**src/rtl/mem_port_arbiter.sv**
```systemverilog
`default_nettype none
// ============================================================================
// mem_port_arbiter : shares one single-port memory between IF (fetch) and
//                    MEM (load/store), one transaction at a time.
// Revision 1.0
// ============================================================================
module mem_port_arbiter #(
  parameter int unsigned STARVE_MAX  = 4,
  parameter int unsigned TIMEOUT_CYC = 64
) (
  input  logic        clk,
  input  logic        rst,
  // fetch port
  input  logic        if_req,
  input  logic [31:0] if_addr,
  output logic        if_ack,
  output logic [31:0] if_rdata,
  output logic        if_err,
  // data port
  input  logic        d_req,
  input  logic        d_we,
  input  logic [31:0] d_addr,
  input  logic [31:0] d_wdata,
  input  logic [2:0]  d_dmtype,
  output logic        d_ack,
  output logic [31:0] d_rdata,
  output logic        d_err,
  // hazard unit
  output logic        stall_if,
  output logic        stall_mem,
  // memory side
  output logic        mem_en,
  output logic        mem_we,
  output logic [31:0] mem_addr,
  output logic [31:0] mem_wdata,
  output logic [2:0]  mem_dmtype,
  input  logic        mem_rvalid,
  input  logic [31:0] mem_rdata
);

  typedef enum logic [1:0] {
    S_IDLE = 2'd0,
    S_WAIT = 2'd1,
    S_ACK  = 2'd2
  } state_t;

  localparam logic [3:0] C_STARVE_MAX   = 4'(STARVE_MAX);
  localparam logic [7:0] C_TIMEOUT_LAST = 8'(TIMEOUT_CYC - 1);
  localparam logic       C_OWN_IF       = 1'b0;
  localparam logic       C_OWN_D        = 1'b1;

  state_t      state_q,      state_d;
  logic        owner_q,      owner_d;
  logic [3:0]  starve_cnt_q, starve_cnt_d;
  logic [7:0]  tmo_cnt_q,    tmo_cnt_d;
  logic        mem_en_q,     mem_en_d;
  logic        mem_we_q,     mem_we_d;
  logic [31:0] mem_addr_q,   mem_addr_d;
  logic [31:0] mem_wdata_q,  mem_wdata_d;
  logic [2:0]  mem_dmtype_q, mem_dmtype_d;
  logic        if_ack_q,     if_ack_d;
  logic        if_err_q,     if_err_d;
  logic [31:0] if_rdata_q,   if_rdata_d;
  logic        d_ack_q,      d_ack_d;
  logic        d_err_q,      d_err_d;
  logic [31:0] d_rdata_q,    d_rdata_d;

  logic        fetch_win;

  // Data has priority unless fetch has been passed over STARVE_MAX times.
  assign fetch_win = if_req & ((starve_cnt_q == C_STARVE_MAX) | ~d_req);

  always_comb begin
    state_d      = state_q;
    owner_d      = owner_q;
    starve_cnt_d = starve_cnt_q;
    tmo_cnt_d    = tmo_cnt_q;
    mem_en_d     = 1'b0;
    mem_we_d     = mem_we_q;
    mem_addr_d   = mem_addr_q;
    mem_wdata_d  = mem_wdata_q;
    mem_dmtype_d = mem_dmtype_q;
    if_ack_d     = 1'b0;
    if_err_d     = 1'b0;
    if_rdata_d   = if_rdata_q;
    d_ack_d      = 1'b0;
    d_err_d      = 1'b0;
    d_rdata_d    = d_rdata_q;

    case (state_q)
      S_IDLE: begin
        if (!if_req) begin
          starve_cnt_d = 4'd0;
        end
        if (fetch_win) begin
          starve_cnt_d = 4'd0;
          owner_d      = C_OWN_IF;
          tmo_cnt_d    = 8'd0;
          mem_en_d     = 1'b1;
          mem_we_d     = 1'b0;
          mem_addr_d   = if_addr;
          mem_wdata_d  = 32'h0;
          mem_dmtype_d = 3'b000;
          state_d      = S_WAIT;
        end else if (d_req) begin
          if (if_req && (starve_cnt_q != C_STARVE_MAX)) begin
            starve_cnt_d = starve_cnt_q + 4'd1;
          end
          owner_d      = C_OWN_D;
          tmo_cnt_d    = 8'd0;
          mem_en_d     = 1'b1;
          mem_we_d     = d_we;
          mem_addr_d   = d_addr;
          mem_wdata_d  = d_wdata;
          mem_dmtype_d = d_dmtype;
          state_d      = S_WAIT;
        end
      end

      S_WAIT: begin
        tmo_cnt_d = tmo_cnt_q + 8'd1;
        // A response landing on the last counted cycle still completes cleanly.
        if (mem_rvalid) begin
          if (owner_q == C_OWN_D) begin
            d_rdata_d = mem_rdata;
            d_ack_d   = 1'b1;
          end else begin
            if_rdata_d = mem_rdata;
            if_ack_d   = 1'b1;
          end
          state_d = S_ACK;
        end else if (tmo_cnt_q == C_TIMEOUT_LAST) begin
          if (owner_q == C_OWN_D) begin
            d_rdata_d = 32'h0;
            d_err_d   = 1'b1;
            d_ack_d   = 1'b1;
          end else begin
            if_rdata_d = 32'h0;
            if_err_d   = 1'b1;
            if_ack_d   = 1'b1;
          end
          state_d = S_ACK;
        end
      end

      S_ACK: begin
        state_d = S_IDLE;
      end

      default: begin
        state_d = S_IDLE;
      end
    endcase
  end

  always_ff @(posedge clk) begin
    if (rst) begin
      state_q      <= S_IDLE;
      owner_q      <= C_OWN_IF;
      starve_cnt_q <= 4'd0;
      tmo_cnt_q    <= 8'd0;
      mem_en_q     <= 1'b0;
      mem_we_q     <= 1'b0;
      mem_addr_q   <= 32'h0;
      mem_wdata_q  <= 32'h0;
      mem_dmtype_q <= 3'b000;
      if_ack_q     <= 1'b0;
      if_err_q     <= 1'b0;
      if_rdata_q   <= 32'h0;
      d_ack_q      <= 1'b0;
      d_err_q      <= 1'b0;
      d_rdata_q    <= 32'h0;
    end else begin
      state_q      <= state_d;
      owner_q      <= owner_d;
      starve_cnt_q <= starve_cnt_d;
      tmo_cnt_q    <= tmo_cnt_d;
      mem_en_q     <= mem_en_d;
      mem_we_q     <= mem_we_d;
      mem_addr_q   <= mem_addr_d;
      mem_wdata_q  <= mem_wdata_d;
      mem_dmtype_q <= mem_dmtype_d;
      if_ack_q     <= if_ack_d;
      if_err_q     <= if_err_d;
      if_rdata_q   <= if_rdata_d;
      d_ack_q      <= d_ack_d;
      d_err_q      <= d_err_d;
      d_rdata_q    <= d_rdata_d;
    end
  end

  assign if_ack     = if_ack_q;
  assign if_err     = if_err_q;
  assign if_rdata   = if_rdata_q;
  assign d_ack      = d_ack_q;
  assign d_err      = d_err_q;
  assign d_rdata    = d_rdata_q;
  assign mem_en     = mem_en_q;
  assign mem_we     = mem_we_q;
  assign mem_addr   = mem_addr_q;
  assign mem_wdata  = mem_wdata_q;
  assign mem_dmtype = mem_dmtype_q;
  assign stall_if   = if_req & ~if_ack_q;
  assign stall_mem  = d_req & ~d_ack_q;

endmodule
`default_nettype wire

```
**config.mk**
```make
export PLATFORM = sky130hd
export DESIGN_NAME = mem_port_arbiter
export DESIGN_NICKNAME = d
export VERILOG_FILES = /design/src/rtl/mem_port_arbiter.sv
export SDC_FILE = /design/constraint.sdc
export NUM_CORES = 1
export LEC_CHECK = 0
export CAP_MARGIN = 30
export CORE_ASPECT_RATIO = 1.4
export CORE_MARGIN = 3
export CORE_UTILIZATION = 35
export CTS_CLUSTER_DIAMETER = 50
export DETAILED_ROUTE_END_ITERATION = 16
export GPL_ROUTABILITY_DRIVEN = 0
export PLACE_DENSITY = 0.79
export SLEW_MARGIN = 10
export SYNTH_ARGS = -nofsm -noshare
export SYNTH_HDL_FRONTEND = slang
export SYNTH_SLANG_ARGS = --single-unit
```
**constraint.sdc**
```tcl
create_clock -name clk -period 2.15 [get_ports clk]
set_clock_uncertainty 0.05 [all_clocks]
set_input_delay 0.43 -clock clk [delete_from_list [all_inputs] [get_ports clk]]
set_output_delay 0.43 -clock clk [all_outputs]
set_load 0.02 [all_outputs]
```
After elaboration in Yosys (flattened, before gate mapping)
Index checks and enable logic that the tools add are counted.
{ "totals": {"ff_bits": 152, "in_bits": 137, "out_inout_bits": 139, "wordCells": 84} }
{ "classes": {"add_sub_neg": 2, "eq_ne": 6, "muxes": 38, "bitwise": 10, "reduce_logical": 13} }
{ "ops": {"columns": ["operator", "n"], "rows": [
  ["$mux W32", 12],
  ["$mux W4", 4],
  ["$mux W8", 2],
  ["$pmux W8 S2", 1],
  ["$mux W1", 12],
  ["$add A8 B1 Y8 const B", 1],
  ["$eq A8 B6 Y1 const B", 1],
  ["$mux W2", 4],
  ["$mux W3", 2],
  ["$ne A3 B3 Y1 const B", 2],
  ["$not A1 Y1", 6],
  ["$reduce_and A2 Y1", 3],
  ["$reduce_and A3 Y1", 2],
  ["$reduce_bool A2 Y1", 3],
  ["$add A4 B1 Y4 const B", 1],
  ["$eq A4 B3 Y1 const B", 1],
  ["$ne A4 B3 Y1 const B", 1],
  ["$pmux W2 S2", 1],
  ["$reduce_or A2 Y1", 2],
  ["$and A1 B1 Y1", 3],
  ["$reduce_or A3 Y1", 1],
  ["$eq A2 B1 Y1 const B", 1],
  ["$logic_not A2 Y1", 1],
  ["$logic_and A1 B1 Y1", 1],
  ["$or A1 B1 Y1", 1]
]} }

Logic depth before layout (Yosys ltp)
Gate-level depths: netlist of the first run.
{ "depth": {"ltp_word": 5, "depth_mapped": 8} }

Worst setup path after synthesis of the first run
Ideal clock, no wire load.
{ "synth_timing": {"path_kind": "flip-flop to flip-flop", "from": "reg tmo_cnt_q[0]", "to": "reg if_rdata_q[25], in the netlist if_rdata[25]", "setup_time_ns": 0.132, "arrival_ns": 1.581, "slack_ns": 0.387, "path_stages_with_launch": 8, "cell_sequence": "dfxtp_1 ha_1 nand3_2 o41a_1 buf_6 buf_6 o21ai_1 a21oi_1"} }
{ "synth_via": {"elab_chain_len": 3} }
{ "synth_lines": {"columns": ["item", "line", "source"], "rows": [
  ["start: declaration", "55", "logic [7:0] tmo_cnt_q, tmo_cnt_d;"],
  ["start signal: assignment", "177", "tmo_cnt_q <= tmo_cnt_d;"],
  ["$eq A8 B6 Y1", "132", "end else if (tmo_cnt_q == C_TIMEOUT_LAST) begin"],
  ["$reduce_bool A2 Y1 (no source line)", null, null],
  ["$reduce_and A3 Y1 (no source line)", null, null],
  ["end signal: assignment", "185", "if_rdata_q <= if_rdata_d;"],
  ["end: declaration", "63", "logic [31:0] if_rdata_q, if_rdata_d;"]
]} }
No other way between the ends.
A chain may end at the register's enable or synchronous reset.

Final worst setup path of the first run
{ "layout_timing": {"from": "reg tmo_cnt_q[0]", "to": "reg d_rdata_q[28], in the netlist d_rdata[28]"} }
{ "layout_via": {"elab_chain_len": 3} }
{ "layout_lines": {"columns": ["item", "line", "source"], "rows": [
  ["$eq A8 B6 Y1", "132", null],
  ["$reduce_bool A2 Y1 (no source line)", null, null],
  ["$reduce_and A3 Y1 (no source line)", null, null],
  ["end signal: assignment", "188", "d_rdata_q <= d_rdata_d;"],
  ["end: declaration", "66", "logic [31:0] d_rdata_q, d_rdata_d;"]
]} }
No other way between the ends.

==> impl_metrics.toml, run 1 <==
[placement]
hpwl_mm = 13.35
port_buffers = 275
placed_cells_incl_taps = 1200

[yosys]
yosysSeqAreaShare = 0.4993
avgSynthCellArea_um2 = 8.192
synth_edf_count = 0
synth_warnings = 0
synthCells = 744
synth-seq-cells = 152
synth_cell_types = 38
syn-num-nets = 884
netlist_area_mm2 = 0.006095
synth_flop_cell = "dfxtp_1"
synthArstFlopShare = 0

[cells_and_area]
final_cells = 1232
final_core_util = 0.5717
drive_gt1_frac = 0.06900
area_growth_syn_to_layout_pct = 58.39
antenna-diode-count = 0
fillerInstances = 1548
finalNetCount = 1127

[global_route]
grt_pass1_wl_mm = 31.44
grt_pass1_vias = 6093
grt_max_degree = 65
antenna_found_initial = 0
grt_overflow_total = 0
track_usage = 0.2003

[worst_setup_path]
arrival_ps = 2190
path_max_fanout = 64
critPathSlowestCell = "o41a_2"
crit_required_ps = 2400
path_class = "reg -> reg"
max_stage_delay_ps = 500
start_kind = "register"
path_cells = "ha_1, nand3_2, o41a_2, buf_12, o21ai_0, a21oi_1"
cp-end-kind = "register"

[timing]
setup-tns-final_ps = 0
slew_headroom = 0.5834
fmax_mhz = 514.8
setup_violations = 0
rsz0062_at_grt = "false"
finalHoldViolCount = 0
period_needed_ps = 1942
tightest_slew_ps = 624.8
period_share = 0.9035
final_max_slew_viol_count = 0

[power_and_ir_drop]
peakVddDrop_mv = 0.5337
leakagePower_nw = 3.318
p_total_mw = 7.709
powerDensity_mw_per_mm2 = 798.6

[routing]
wl_per_cell_um = 15.98
viasPerCell = 5.136
drtAntennaViolNets = 0
drt-initial-drc-count = 410
drc = 0
wl_mm = 19.69
vias = 6327
dr.pass1.iters = 4

[hold_path]
hp-class = "in -> reg"

[flow_run]
drv_cap = 0

[die]
die_height_um = 162.1
ioPinCount = 276
dieArea_mm2 = 0.01905
coreArea_mm2 = 0.01689
die_w_um = 117.5
start_util = 0.3609
rows = 56

[status]
status = "complete, no violations"

[clock_tree]
cts_tree = "built"
cts_max_level = 4
postCtsSetupRepairBufs = 0
cts_buffers = 17
clk_path_buf_depth = 2
path_clk_slew_ps = 60
cts.sinks = 152
cts_root_buf = "clkbuf_16"
ctsHoldBuffers = 0
clkLatencyLatePin_ps = 410
[cell usage in the layout, fill, tap and decap left out, drive strengths merged, types with 5 or more instances in the layout]
master / Yosys / final
inv: 4 / 7
a21oi: 108 / 108
clkdlybuf4s50: 0 / 271
o21ai: 66 / 66
nand3: 107 / 107
clkinvlp: 0 / 5
nand2: 45 / 45
buf: 29 / 27
nor3: 66 / 66
nor2: 47 / 47
clkbuf: 47 / 19
dfxtp: 152 / 152
nor4: 36 / 36
[registers in the layout, indices dropped and copies added (netlist names)]
register / count
mem_dmtype: 3
d_rdata: 32
mem_addr: 32
state_q: 2
d_err: 1
d_ack: 1
if_err: 1
if_rdata: 32
starve_cnt_q: 4
mem_we: 1
if_ack: 1
mem_en: 1
mem_wdata: 32
owner_q: 1
tmo_cnt_q: 8
[logic make-up (layout without fill, tap and decap cells)]
| group | after synthesis | count (layout) | synth area share |
|---|---|---|---|
| AO/OA/AOI/OAI | 188 | 188 | 0.1618 |
| flip-flops | 152 | 152 | 0.4993 |
| buffers and inverters | 80 | 336 | 0.06816 |
| AND/OR/NAND/NOR | 320 | 320 | 0.2628 |
| multiplexers | 1 | 1 | 0.001848 |
| adder cells (fa/ha/maj) | 3 | 3 | 0.006160 |
[where the power goes]
group          internal, mW  total [mW]  switching, mW  leakage (nW)
Combinational         0.769        1.65          0.878          1.80
Clock                  1.75        2.96           1.21         0.274
Sequential             3.00        3.10         0.0945          1.24
Total                  5.53        7.71           2.18          3.32
[path summary, 6_finish.rpt]
| path | startpoint | to | slack [ps] | cells after the start |
|---|---|---|---|---|
| worst max register to register | tmo_cnt_q[0]$_SDFFE_PP0P_ | d_rdata[28]$_SDFFE_PP0P_ | 210 | 6 |
| worst max-delay path | tmo_cnt_q[0]$_SDFFE_PP0P_ | d_rdata[28]$_SDFFE_PP0P_ | 210 | 6 |
| worst min register to register | mem_wdata[18]$_SDFFE_PP0P_ | mem_wdata[18]$_SDFFE_PP0P_ | 400 | 2 |
| worst min-delay path | mem_rvalid | if_err$_SDFF_PP0_ | 310 | 4 |
[critical path: cells and delay by family (launching register included)]
family,cells,cell delay (ps)
compound gates,3,800
fa+ha+maj,1,230
flops,1,380
buf+inv,1,210
simple gates,1,150
[synthesized netlist by cell type (all sizes together) (2+ instances only)]
master / instances / area share
nor4: 36 / 0.042
a211oi: 2 / 0.0025
nand2b: 2 / 0.0021
ha: 3 / 0.0062
or3: 2 / 0.0021
nor2b: 4 / 0.0041
buf: 29 / 0.037
a21oi: 108 / 0.089
o21ai: 66 / 0.054
dfxtp: 152 / 0.50
nand4: 3 / 0.0031
nor3: 66 / 0.054
nand3: 107 / 0.089
clkbuf: 47 / 0.029
or2: 3 / 0.0031
and3: 2 / 0.0021
nor2: 47 / 0.030
inv: 4 / 0.0025
nand3b: 2 / 0.0025
nand2: 45 / 0.028
o21a: 2 / 0.0025
o211ai: 3 / 0.0037
[final cells by class]
| class | instances | area, um^2 | area share |
|---|---|---|---|
| well taps | 232 | 290.3 | 0.03007 |
| clock inverters | 13 | 145.1 | 0.01504 |
| repair buffers | 300 | 3068 | 0.3178 |
| flip-flops and latches | 152 | 3043 | 0.3152 |
| inverters | 4 | 15.01 | 0.001555 |
| clock buffers | 19 | 442.9 | 0.04588 |
| multi-input cells | 512 | 2649 | 0.2744 |
[through the flow]
stage	worst slack [ps]	hold WS [ps]	area [um^2]
after detailed placement	-20.99	392.5	9067
after CTS	187.3	277.4	9653
final	207.6	306.5	9653
after floorplan	387.3	415.1	6095
after global routing	8.693	320.4	9653
after global placement	-11.20	387.5	9067
[what timing repair did]
action                     CTS  global route
hold endpoints to repair     0             0
gates resized for setup      2             0
setup endpoints to repair    2             0
[layer usage]
metal	up-vias	share of wire	GRT usage
met1	2917	0.40	0.2300
met2	224	0.49	0.3437
li1	3143	-	-
met4	0	0.034	0.08213
met3	43	0.073	0.06722
met5	-	0	0
No activity file was read; power rests on OpenSTA's default activity.
==> inputs of run 2 (changes only) <==
--- a/config.mk
+++ b/config.mk
@@ -12,7 +12,10 @@
 export CTS_CLUSTER_DIAMETER = 50
 export DETAILED_ROUTE_END_ITERATION = 16
 export GPL_ROUTABILITY_DRIVEN = 0
+export HOLD_SLACK_MARGIN = 0.06
 export PLACE_DENSITY = 0.79
+export SETUP_SLACK_MARGIN = 0.15
+export SKIP_LAST_GASP = 1
 export SLEW_MARGIN = 10
 export SYNTH_ARGS = -nofsm -noshare
 export SYNTH_HDL_FRONTEND = slang
==> run 2 against run 1 <==
Against the previous run: fmax up 2.6%; flip-flop and latch count unchanged; utilization about the same; non-clock buffer count unchanged; routed wire length unchanged; largest cell class unchanged.
==> impl_metrics.toml, run 2 (synthesis gave the netlist of run 1 again) <==
[timing]
tightest_slew_ps = 618.3
period_needed_ps = 1893
setup_ws_ps = 256.7
setup-tns-final_ps = 0
setup_violations = 0
slew_headroom = 0.5878
final_max_slew_viol_count = 0
rsz0062_at_grt = "true"
fmax_mhz = 528.2
period_share = 0.8806
finalHoldViolCount = 0

[cells_and_area]
drive_gt1_frac = 0.07200
area_growth_syn_to_layout_pct = 58.47
mostFrequentLayoutCell = "clkdlybuf4s50_1"
final_cell_mix = "clkdlybuf4s50_1, dfxtp_1, a21oi_1, nand3_1, nor3_1"
fillerInstances = 1547
finalNetCount = 1127
antenna-diode-count = 0

[worst_setup_path]
crit_required_ps = 1670
path_max_fanout = 2
rr_startpoint = "tmo_cnt_q[0]$_SDFFE_PP0P_"
rr_worst_depth = 6
path_class = "in -> out"
start_kind = "input port"
rrSetupSlack_ps = 270
reg2reg_to = "d_rdata[17]$_SDFFE_PP0P_"
arrival_ps = 1410
cp-end-kind = "output pin"

[global_route]
antenna_found_initial = 0
track_usage = 0.2003
grt_overflow_total = 0
grt_max_degree = 65
grt_pass1_wl_mm = 31.44
grt_pass1_vias = 6093

[routing]
wl_per_cell_um = 15.98
drtAntennaViolNets = 0
dr.pass1.iters = 4
drc = 0
viasPerCell = 5.130
wl_mm = 19.69
vias = 6320
drt-initial-drc-count = 409

[status]
status = "complete, no violations"

[die]
coreArea_mm2 = 0.01689
start_util = 0.3609
die_height_um = 162.1
rows = 56
dieArea_mm2 = 0.01905
ioPinCount = 276
die_w_um = 117.5

[clock_tree]
cts_max_level = 4
clkLatencyLatePin_ps = 410
cts_tree = "built"
ctsResizeCount = 2
postCtsSetupRepairBufs = 0
ctsHoldBuffers = 0
path_clk_slew_ps = 60
cts_root_buf = "clkbuf_16"
clk_path_buf_depth = 2
cts.sinks = 152
cts_buffers = 17

[power_and_ir_drop]
peakVddDrop_mv = 0.5342
powerDensity_mw_per_mm2 = 798.6
leakagePower_nw = 3.315

[placement]
pre_cts_ws_ps = -20.99
hpwl_mm = 13.35
port_buffers = 275

[hold_path]
hp-class = "in -> reg"
hold-path-endpoint = "if_err$_SDFF_PP0_"
worstHoldStart = "mem_rvalid"
holdPathStages = 4

[flow_run]
drv_cap = 0
-- run 2: layout make-up --
class,count,area [um^2],share of cell area
Tap cell,232,290.3,0.03006
Sequential cell,152,3045,0.3153
Inverter,4,15.01,0.001555
Multi-Input combinational cell,512,2651,0.2745
Clock buffer,19,442.9,0.04586
Clock inverter,13,145.1,0.01503
Timing Repair Buffer,300,3068,0.3177
-- run 2: metrics by stage --
step | hold slack [ps] | cell area (um^2) | total power [mW] | std cells | utilization
detailed placement | 392.5 | 9067 | 4.817 | 1200 | 0.5370
CTS | 277.4 | 9653 | 7.813 | 1232 | 0.5717
floorplan | 415.1 | 6095 | 4.005 | 744 | -
global placement | 387.5 | 9067 | 4.799 | 1200 | 0.5370
finish | 306.6 | 9658 | 7.713 | 1232 | 0.5719
global route | 320.4 | 9658 | 8.052 | 1232 | 0.5719
-- run 2: where the power goes --
group / total [mW] / internal [mW] / switching [mW]
Sequential: 3.10 / 3.00 / 0.0950
Clock: 2.97 / 1.75 / 1.21
Combinational: 1.65 / 0.770 / 0.879
Total: 7.71 / 5.53 / 2.19
-- run 2: worst max-delay path by stage --
stage | endpoint | slack, ps | start
finish | stall_if | 260 | if_req
global route | d_rdata[17]$_SDFFE_PP0P_ | 140 | tmo_cnt_q[0]$_SDFFE_PP0P_
CTS | d_rdata[28]$_SDFFE_PP0P_ | 190 | tmo_cnt_q[0]$_SDFFE_PP0P_
detailed placement | mem_addr[22]$_SDFFE_PP0P_ | -20 | if_req
global placement | stall_mem | -10 | d_req
floorplan | if_rdata[25]$_SDFFE_PP0P_ | 390 | tmo_cnt_q[0]$_SDFFE_PP0P_
-- run 2: worst max-delay path, stage by stage --
cell             delay, ps
clkdlybuf4s50_1        510
nor2b_1                140
dlygate4sd2_1          330
-- run 2: layer usage --
layer | vias to the layer above | GRT usage | share of wire
met5 | - | 0 | 0
met4 | 0 | 0.08213 | 0.033
met3 | 43 | 0.06722 | 0.077
met2 | 231 | 0.3437 | 0.49
met1 | 2907 | 0.2300 | 0.40
li1 | 3139 | - | -
==> inputs of run 3 (changes only) <==
--- a/config.mk
+++ b/config.mk
@@ -5,7 +5,6 @@
 export SDC_FILE = /design/constraint.sdc
 export NUM_CORES = 1
 export LEC_CHECK = 0
-export CAP_MARGIN = 30
 export CORE_ASPECT_RATIO = 1.4
 export CORE_MARGIN = 3
 export CORE_UTILIZATION = 35
==> results of run 3 <==
The final DEF is identical to that of run 2; final timing and power are the same.
